`src/rtl/posit_extract_stream_es2_pkg.sv`:
```
// rtl/posit_extract_stream_es2_pkg.sv - shared widths, constants and value type for the ES=2 posit decoder
package posit_extract_stream_es2_pkg;

    localparam int NBITS   = 32;
    localparam int ES      = 2;
    localparam int SCALE_W = 8;
    localparam int FRAC_W  = 28;
    localparam int POSIT_SERIALIZED_WIDTH_ES2 = 39;

    localparam logic [NBITS-1:0] NAR = 32'h8000_0000;

    typedef struct packed {
        logic               sgn;
        logic [SCALE_W-1:0] scale;
        logic [FRAC_W-1:0]  fraction;
        logic               inf;
        logic               zero;
    } value_es2_t;

endpackage

```
`src/rtl/posit_extract_stream_es2_if.sv`:
```
// rtl/posit_extract_stream_es2_if.sv - input/output valid-ready streams of the posit decoder
interface posit_extract_stream_es2_if;
    import posit_extract_stream_es2_pkg::*;

    logic [NBITS-1:0]                      in_data;
    logic                                  in_valid;
    logic                                  in_ready;
    logic [POSIT_SERIALIZED_WIDTH_ES2-1:0] out_data;
    logic                                  out_valid;
    logic                                  out_ready;

    modport master (
        output in_data, in_valid, out_ready,
        input  in_ready, out_data, out_valid
    );

    modport slave (
        input  in_data, in_valid, out_ready,
        output in_ready, out_data, out_valid
    );
endinterface

```
`src/rtl/posit_extract_stream_es2_regime_count.sv`:
```
// rtl/posit_extract_stream_es2_regime_count.sv - leading-run length and remainder of a 31-bit posit body
module posit_regime_count (
    input  logic [30:0] bits,
    output logic [4:0]  k,
    output logic [30:0] rem
);
    logic done;

    always_comb begin
        k    = 5'd1;
        done = 1'b0;
        for (int i = 29; i >= 0; i--) begin
            if (!done && (bits[i] == bits[30])) begin
                k = k + 5'd1;
            end else begin
                done = 1'b1;
            end
        end
        // Shift of 32 (k=31) clears the word: no terminator bit exists then.
        rem = bits << ({1'b0, k} + 6'd1);
    end
endmodule

```
`src/rtl/posit_extract_stream_es2.sv`:
```
// rtl/posit_extract_stream_es2.sv - three-stage posit(32,2) to serialized value decoder with backpressure
module posit_extract_stream_es2
    import posit_extract_stream_es2_pkg::*;
(
    input  logic                       clk,
    input  logic                       reset,
    posit_extract_stream_es2_if.slave  bus
);
    logic        rdy_q;
    logic        s1_valid, s2_valid, s3_valid;
    logic        s1_adv, s2_adv, s3_adv;
    logic        in_fire;

    logic        p_zero, p_inf, p_sgn;
    logic [30:0] p_abs;

    logic        s1_sgn, s1_inf, s1_zero;
    logic [30:0] s1_a;

    logic [4:0]  rc_k;
    logic [30:0] rc_rem;
    logic [5:0]  rc_regime;

    logic        s2_sgn, s2_inf, s2_zero;
    logic [5:0]  s2_regime;
    logic [28:0] s2_rem;

    value_es2_t  v3, s3_data;

    assign s3_adv = ~s3_valid | bus.out_ready;
    assign s2_adv = ~s2_valid | s3_adv;
    assign s1_adv = ~s1_valid | s2_adv;

    // rdy_q holds in_ready low until the first edge after reset releases.
    assign bus.in_ready = rdy_q & s1_adv;
    assign in_fire      = bus.in_valid & bus.in_ready;

    assign p_zero = (bus.in_data == '0);
    assign p_inf  = (bus.in_data == NAR);
    assign p_sgn  = bus.in_data[31] & ~p_inf & ~p_zero;
    assign p_abs  = p_sgn ? (31'd0 - bus.in_data[30:0]) : bus.in_data[30:0];

    always_ff @(posedge clk or posedge reset) begin
        if (reset) begin
            rdy_q    <= 1'b0;
            s1_valid <= 1'b0;
            s1_sgn   <= 1'b0;
            s1_inf   <= 1'b0;
            s1_zero  <= 1'b0;
            s1_a     <= '0;
        end else begin
            rdy_q <= 1'b1;
            if (s1_adv) begin
                s1_valid <= in_fire;
                s1_sgn   <= p_sgn;
                s1_inf   <= p_inf;
                s1_zero  <= p_zero;
                s1_a     <= p_abs;
            end
        end
    end

    posit_regime_count u_regime_count (
        .bits (s1_a),
        .k    (rc_k),
        .rem  (rc_rem)
    );

    assign rc_regime = s1_a[30] ? ({1'b0, rc_k} - 6'd1) : (6'd0 - {1'b0, rc_k});

    always_ff @(posedge clk or posedge reset) begin
        if (reset) begin
            s2_valid  <= 1'b0;
            s2_sgn    <= 1'b0;
            s2_inf    <= 1'b0;
            s2_zero   <= 1'b0;
            s2_regime <= '0;
            s2_rem    <= '0;
        end else if (s2_adv) begin
            s2_valid  <= s1_valid;
            s2_sgn    <= s1_sgn;
            s2_inf    <= s1_inf;
            s2_zero   <= s1_zero;
            s2_regime <= rc_regime;
            s2_rem    <= rc_rem[30:2];
        end
    end

    // regime*4 + exp is exactly the concatenation of the signed regime and the 2 exponent bits.
    always_comb begin
        v3 = '0;
        if (s2_inf || s2_zero) begin
            v3.inf  = s2_inf;
            v3.zero = s2_zero;
        end else begin
            v3.sgn      = s2_sgn;
            v3.scale    = {s2_regime, s2_rem[28:27]};
            v3.fraction = {1'b1, s2_rem[26:0]};
        end
    end

    always_ff @(posedge clk or posedge reset) begin
        if (reset) begin
            s3_valid <= 1'b0;
            s3_data  <= '0;
        end else if (s3_adv) begin
            s3_valid <= s2_valid;
            s3_data  <= v3;
        end
    end

    assign bus.out_valid = s3_valid;
    assign bus.out_data  = s3_data;
endmodule

```
`src/flat_wrapper.sv`:
```
// flat-port wrapper written by rule: the top's interface ports become plain ports
module posit_extract_stream_es2_flat import posit_extract_stream_es2_pkg::*;
  (clk, reset, bus_in_data, bus_in_valid, bus_out_ready, bus_in_ready, bus_out_data, bus_out_valid);
  posit_extract_stream_es2_if bus_i ();
  input  logic clk;
  input  logic reset;
  input wire logic [$bits(bus_i.in_data)-1:0] bus_in_data;
  input wire logic [$bits(bus_i.in_valid)-1:0] bus_in_valid;
  input wire logic [$bits(bus_i.out_ready)-1:0] bus_out_ready;
  output wire logic [$bits(bus_i.in_ready)-1:0] bus_in_ready;
  output wire logic [$bits(bus_i.out_data)-1:0] bus_out_data;
  output wire logic [$bits(bus_i.out_valid)-1:0] bus_out_valid;
  assign bus_i.in_data = bus_in_data;
  assign bus_i.in_valid = bus_in_valid;
  assign bus_i.out_ready = bus_out_ready;
  assign bus_in_ready = bus_i.in_ready;
  assign bus_out_data = bus_i.out_data;
  assign bus_out_valid = bus_i.out_valid;
  posit_extract_stream_es2 u_core (.clk(clk), .reset(reset), .bus(bus_i));
endmodule
```
`config.mk`:
```
export PLATFORM = sky130hd
export DESIGN_NAME = posit_extract_stream_es2_flat
export DESIGN_NICKNAME = d
export VERILOG_FILES = /design/src/rtl/posit_extract_stream_es2_pkg.sv /design/src/rtl/posit_extract_stream_es2_if.sv /design/src/rtl/posit_extract_stream_es2_regime_count.sv /design/src/rtl/posit_extract_stream_es2.sv /design/src/flat_wrapper.sv
export SDC_FILE = /design/constraint.sdc
export NUM_CORES = 1
export LEC_CHECK = 0
export ABC_CLOCK_PERIOD_IN_PS = 15800
export CELL_PAD_IN_SITES_DETAIL_PLACEMENT = 1
export CELL_PAD_IN_SITES_GLOBAL_PLACEMENT = 1
export CORE_MARGIN = 2
export CORE_UTILIZATION = 44
export CTS_BUF_LIST = sky130_fd_sc_hd__clkbuf_8
export CTS_CLUSTER_DIAMETER = 40
export CTS_CLUSTER_SIZE = 40
export DETAILED_ROUTE_END_ITERATION = 16
export PLACE_DENSITY = 0.89
export SYNTH_ARGS = -nofsm -noshare
export SYNTH_HDL_FRONTEND = slang
export SYNTH_SLANG_ARGS = --single-unit
```
`constraint.sdc`:
```
create_clock -name clk -period 15.8 [get_ports clk]
set_input_delay 2.37 -clock clk [delete_from_list [all_inputs] [get_ports clk]]
set_output_delay 2.37 -clock clk [all_outputs]
set_load 0.05 [all_outputs]
```
==> After elaboration in Yosys (flattened, before gate mapping) <==
Index checks and enable logic that the tools add are counted.
{ "op_classes": {"addsub": 33, "n_eq_ne": 31, "shifts": 1, "muxes": 63, "n_bitwise": 12, "n_reduce_logical": 59} }
{ "ops": {"columns": ["op", "n"], "rows": [
  ["adder 5 x 1 -> 5 bit (second input constant)", 28],
  ["2-to-1 mux 5 bit", 28],
  ["2-to-1 mux 37 bit", 1],
  ["equality test 32 bit (second input constant)", 1],
  ["logical NOT 32 bit", 1],
  ["2-to-1 mux 31 bit", 1],
  ["<< shifter 31 x 6 -> 31 bit", 1],
  ["subtractor 1 x 31 -> 31 bit (first input constant)", 1],
  ["equality test 1 bit", 30],
  ["logical AND 1 bit", 29],
  ["2-to-1 mux 1 bit", 29],
  ["logical NOT 1 bit", 28],
  ["adder 5 x 1 -> 6 bit (second input constant)", 1],
  ["2-to-1 mux 6 bit", 1],
  ["subtractor 1 x 5 -> 6 bit (first input constant)", 1],
  ["subtractor 5 x 1 -> 6 bit (second input constant)", 1],
  ["NOT 1 bit", 5],
  ["AND 1 bit", 4],
  ["2-to-1 mux 2 bit", 2],
  ["adder 2 x 1 -> 3 bit (second input constant)", 1],
  ["2-to-1 mux 3 bit", 1],
  ["bitwise OR 1 bit", 3],
  ["logical OR 1 bit", 1]
]} }
{ "totals": {"register_bits": 115, "output_inout_bits": 41, "wordCells": 217} }

==> Depth between registers and ports, before layout <==
{ "depth": {"depth_word": 89, "depth_mapped": 76} }

==> By module <==
Synthesis repeated with hierarchy kept, for this count alone.
{ "hier_totals": {"cells_unflattened": 1384, "area_unflattened_um2": 11330.9} }
{ "modules_own_cells": {"columns": ["mod", "instances", "cells_per_inst", "area_per_inst_um2", "seq_area_each_um2"], "rows": [
  ["posit_regime_count", 1, 945, 6278.5, 0.0],
  ["posit_extract_stream_es2", 1, 439, 5052.3, 2877.8]
]} }

==> Worst setup path before layout <==
Ideal clock, no wire load.
{ "synth_path": {"kind": "reg2reg", "startpoint": "register u_core.s1_a[30]", "endpoint": "register u_core.s2_rem[23]", "setup_ps": 131, "t_arrival_ps": 13494, "t_required_ps": 15669, "setup_slack_ps": 2175, "path_stages_with_launch": 73, "path_cell_list": "dfrtp_1 buf_6 buf_2 clkbuf_1 buf_1 buf_2 nand2_1 o22ai_1 inv_1 ha_1 a21o_1 ha_1 nor3_1 nor2_1 ha_1 nand2_1 nand2_1 ha_1 (+37 left out) o21a_1 ha_1 o21ai_0 and2_1 ha_1 nand3_1 o311ai_0 o21ai_0 nand2_1 and2_1 ha_1 xnor2_1 xnor2_1 clkbuf_1 mux2i_1 mux2i_1 mux2i_1 o21ai_1"} }
{ "synth_via": {"elab_chain_cells": 89, "elab_cells_between_ends": 177, "classes_between": "add/sub (30); eq/ne (30); shift (1); mux (59); reduce/logical (57)"} }
{ "synth_lines": {"columns": ["item", "line_no", "text"], "rows": [
  ["start, declared", "posit_extract_stream_es2.sv:18", "logic [30:0] s1_a;"],
  ["start signal, assigned", "posit_extract_stream_es2.sv:58", "s1_a <= p_abs;"],
  ["branches (longest 88 deep; another with adder 5 x 1 -> 5 bit)", null, null],
  ["<< shifter 31 x 6 -> 31 bit (*)", "posit_extract_stream_es2_regime_count.sv:20", "rem = bits << ({1'b0, k} + 6'd1);"],
  ["end signal, assigned", "posit_extract_stream_es2.sv:85", "s2_rem <= rc_rem[30:2];"],
  ["end, declared", "posit_extract_stream_es2.sv:26", "logic [28:0] s2_rem;"]
]} }
Mark *: on every way between the ends.
A chain may end at the register's enable or synchronous reset.

==> Final worst setup path <==
{ "layout_path": {"startpoint": "register u_core.s1_a[30]", "endpoint": "register u_core.s2_rem[24]"} }
The elaborated chain is that of the path after synthesis.

==> impl_metrics.py <==
metrics = {
    "sta": {
        "skew_ns": 0.0123,
        "fmax_mhz": 65.9,
        "period_needed_ns": 15.16,
        "slew_headroom_pct": 30.6,
        "finalSetupViolCount": 0,
        "tns_ns": 0,
        "worst_slack_ns": 0.636,
        "drv_slew": 0,
        "post-route-period-util_pct": 96.0,
        "worst_pin_slew_ns": 1.03,
        "hold_viol_final": 0,
        "hold_ws_ns": 0.492,
    },
    "yosys": {
        "synthCells": 1305,
        "netlist_area_um2": 10600,
        "yosysTopAreaCell": "dfrtp_1",
        "synth-seq-cells": 115,
        "synth_nets": 1369,
        "synth_top_area_share_pct": 27.1,
        "ys.flop_type": "dfrtp_1",
        "avgSynthCellArea_um2": 8.15,
        "yosysWarnings": 0,
        "async_flop_share_pct": 100,
        "synth.distinct_cells": 87,
        "synth_area_leaders": "dfrtp_1 27%, mux2i_1 10%, nand2_1 6.2%, o21ai_0 4.6%, xnor2_1 4.4%",
        "yosysSeqAreaShare_pct": 27.1,
        "synth_enable_flop_cells": 0,
    },
    "setup_path": {
        "cp_top_family": "compound AO/OA/AOI/OAI gates",
        "worstSetupStartpoint": "u_core.s1_a[30]$_DFFE_PP0N_",
        "cp.required_ns": 16.12,
        "crit_fanout": 33,
        "cpMostUsedCell": "ha_1",
        "cp_num_buf_inv": 6,
        "timing.setup.critical_path_class": "reg -> reg",
        "crit_path_start_kind": "flip-flop",
        "rr_worst_depth": 69,
        "crit_path_top_delay_cell": "dfrtp_2",
        "crit_path_max_incr_delay_ns": 0.67,
        "critPathArrivalTime_ns": 15.48,
        "crit_path_end_kind": "flip-flop",
        "r2r_start": "u_core.s1_a[30]$_DFFE_PP0N_",
        "r2r-end": "u_core.s2_rem[24]$_DFFE_PP0P_",
        "rrSetupSlack_ns": 0.64,
    },
    "drt": {
        "vias": 10700,
        "wl_um": 37700,
        "wire_per_inst_um": 22.4,
        "via_per_inst": 6.34,
        "firstDrtPassIters": 6,
        "drc": 0,
        "drtAntennaViolNets": 0,
        "drtIter0Drc": 788,
    },
    "grt": {
        "top_usage_layer": "met2",
        "antenna_found_initial": 1,
        "grt_use_met3_pct": 3.59,
        "overflow": 0,
        "grt_use_met2_pct": 48.2,
        "grt_use_met1_pct": 36.4,
        "grt_pass1_vias": 10700,
        "grt_use_total_pct": 27.8,
        "grt_first_pass_wirelength_um": 58100,
        "grt_max_degree": 78,
    },
    "layout": {
        "nNetsFinal": 1414,
        "n_antenna_cell": 0,
        "drive_gt1_share_pct": 9.39,
        "final_util_pct": 51.7,
        "design_area_um2": 12200,
        "synthToLayoutAreaGrowth_pct": 14.8,
    },
    "clock_tree": {
        "path_clk_slew_ns": 0.08,
        "cts.path.max_buffers": 2,
        "cts_tree": "yes",
        "clock-root-buffer": "clkbuf_8",
        "numCtsBuffers": 17,
        "cts.sinks": 115,
        "clock_latency_ns": 0.46,
        "holdBufCountCts": 0,
        "htree_num_levels": 4,
    },
    "power": {
        "clkPwrFrac_pct": 17.8,
        "switchingPower_uw": 792,
        "p_leak_uw": 0.00520,
        "ir_drop_mv": 0.0935,
        "power_frac_seq_pct": 29.2,
        "powerDensity_nw_per_um2": 137,
        "switching_share_pct": 47.5,
        "internal_power_uw": 876,
        "comb_power_share_pct": 53.0,
    },
    "floorplan": {
        "die_area_um2": 25400,
        "ios": 77,
        "core-area_um2": 23600,
        "start_util_pct": 45.0,
        "die_x_um": 159,
        "fp.dieH_um": 159,
        "row_count": 56,
    },
    "min_path": {
        "worstHoldStart": "u_core.s1_sgn$_DFFE_PP0N_",
        "holdPathStages": 2,
        "hold_class": "reg -> reg",
        "hold_end": "u_core.s1_sgn$_DFFE_PP0N_",
    },
    "job": {
        "maxCapViolCount": 0,
    },
    "place": {
        "place_area_um2": 11600,
        "dp_slack_ns": 0.652,
        "port_buffers": 76,
        "dp_hpwl_um": 25500,
        "place_congestion": 0.933,
    },
    "status": {
        "outcome": "completed",
    },
}
-- cell families (layout without fill, tap and decap cells) --
group,count (synthesis),count (layout),share of synthesized area (%)
simple gates,473,473,21.4
mux,129,129,12.5
buf+inv,113,171,4.46
fa+ha+maj,33,33,3.77
other cells,1,1,0.0353
flops,115,115,27.1
xor+xnor,97,97,8.79
compound gates,344,344,22.0
-- worst max path at each step --
stage	endpoint	cells past startpoint
after CTS	u_core.s2_rem[25]$_DFFE_PP0P_	67
final	u_core.s2_rem[24]$_DFFE_PP0P_	69
after detailed placement	u_core.s2_rem[27]$_DFFE_PP0P_	68
after floorplan	u_core.s2_rem[23]$_DFFE_PP0P_	72
after global placement	u_core.s2_rem[27]$_DFFE_PP0P_	68
after global routing	u_core.s2_rem[24]$_DFFE_PP0P_	72
-- power groups by stage --
stage | sequential [uW] | clock (uW) | combinational, uW
floorplan | 587 | 0 | 456
global placement | 476 | 0 | 792
detailed placement | 483 | 0 | 820
CTS | 482 | 295 | 839
global route | 496 | 310 | 936
finish | 487 | 297 | 883
-- layer usage --
layer,up-vias,wire length [um]
li1,4837,-
met1,5327,16000
met5,-,13
met2,407,18700
met3,88,2080
met4,2,965
-- stage by stage --
| step | instances | total power [uW] |
|---|---|---|
| 2_1_floorplan | 1305 | 1040 |
| 5_1_grt | 1682 | 1740 |
| 6_report | 1682 | 1670 |
| 3_3_place_gp | 1629 | 1270 |
| 4_1_cts | 1661 | 1620 |
| 3_5_place_dp | 1629 | 1300 |
-- cell usage in the layout (no fill, tap or decap), types with 8 or more instances in the layout --
cell type	instances
a31oi_1	9
xor2_1	37
or3_1	13
mux2i_1	109
a21oi_1	51
inv_1	28
ha_1	27
and2_1	20
nand2b_1	20
clkdlybuf4s50_1	76
clkbuf_8	19
nor3_1	35
nand3_1	29
a21o_1	10
nor2b_1	8
nand2_1	175
mux2_2	19
dfrtp_1	114
o211ai_1	13
and3_1	19
xnor2_1	52
nor4_1	10
nor2_1	95
o22ai_1	12
o21ai_1	13
o31ai_1	14
or2_2	12
o21ai_0	96
buf_4	32
a22o_1	39
-- synth_stat cells (7+ instances only) --
cell type,count
buf_2,7
a21boi_0,7
a21oi_1,51
buf_1,10
xor2_1,37
or3_1,13
o21ai_0,97
xnor2_1,54
ha_1,28
o211ai_1,13
o21ai_1,12
nor2_1,95
o22ai_1,12
and3_1,20
nor2b_1,9
a22o_1,39
nor3_1,36
mux2i_1,109
nand2_1,175
o31ai_1,14
nand3_1,29
a221oi_1,7
or2_2,12
inv_1,29
clkbuf_1,61
and2_1,20
a21o_1,10
dfrtp_1,115
a31oi_1,9
nand2b_1,20
nor4_1,11
mux2_2,19
-- registers in the layout, summed over array words and instances (netlist names), 6 cells and up --
| name | count |
|---|---|
| u_core.bus.out_data | 39 |
| u_core.s2_rem | 29 |
| u_core.s1_a | 31 |
| u_core.s2_regime | 6 |
-- worst register-to-register path, delay by kind of cell (launching register included) --
family	cells	cell delay [ns]
xor+xnor	2	0.56
buf+inv	6	0.84
fa+ha+maj	16	4.66
simple gates	18	2.61
flops	1	0.67
compound gates	23	4.77
mux	4	0.94
-- layout make-up --
| class | instances | area, um2 |
|---|---|---|
| Fill cell | 2827 | 11400 |
| Multi-Input combinational cell | 1077 | 7360 |
| Sequential cell | 115 | 2880 |
| Timing Repair Buffer | 110 | 1040 |
| Tap cell | 319 | 399 |
| Clock buffer | 19 | 262 |
| Clock inverter | 13 | 150 |
| Inverter | 29 | 111 |
-- repair_timing --
item / in CTS / in global routing
buffers inserted: 0 / 21
resized for setup: 0 / 7
endpoints found under the setup margin: 0 / 29
Power figures use the tool's default switching activity.
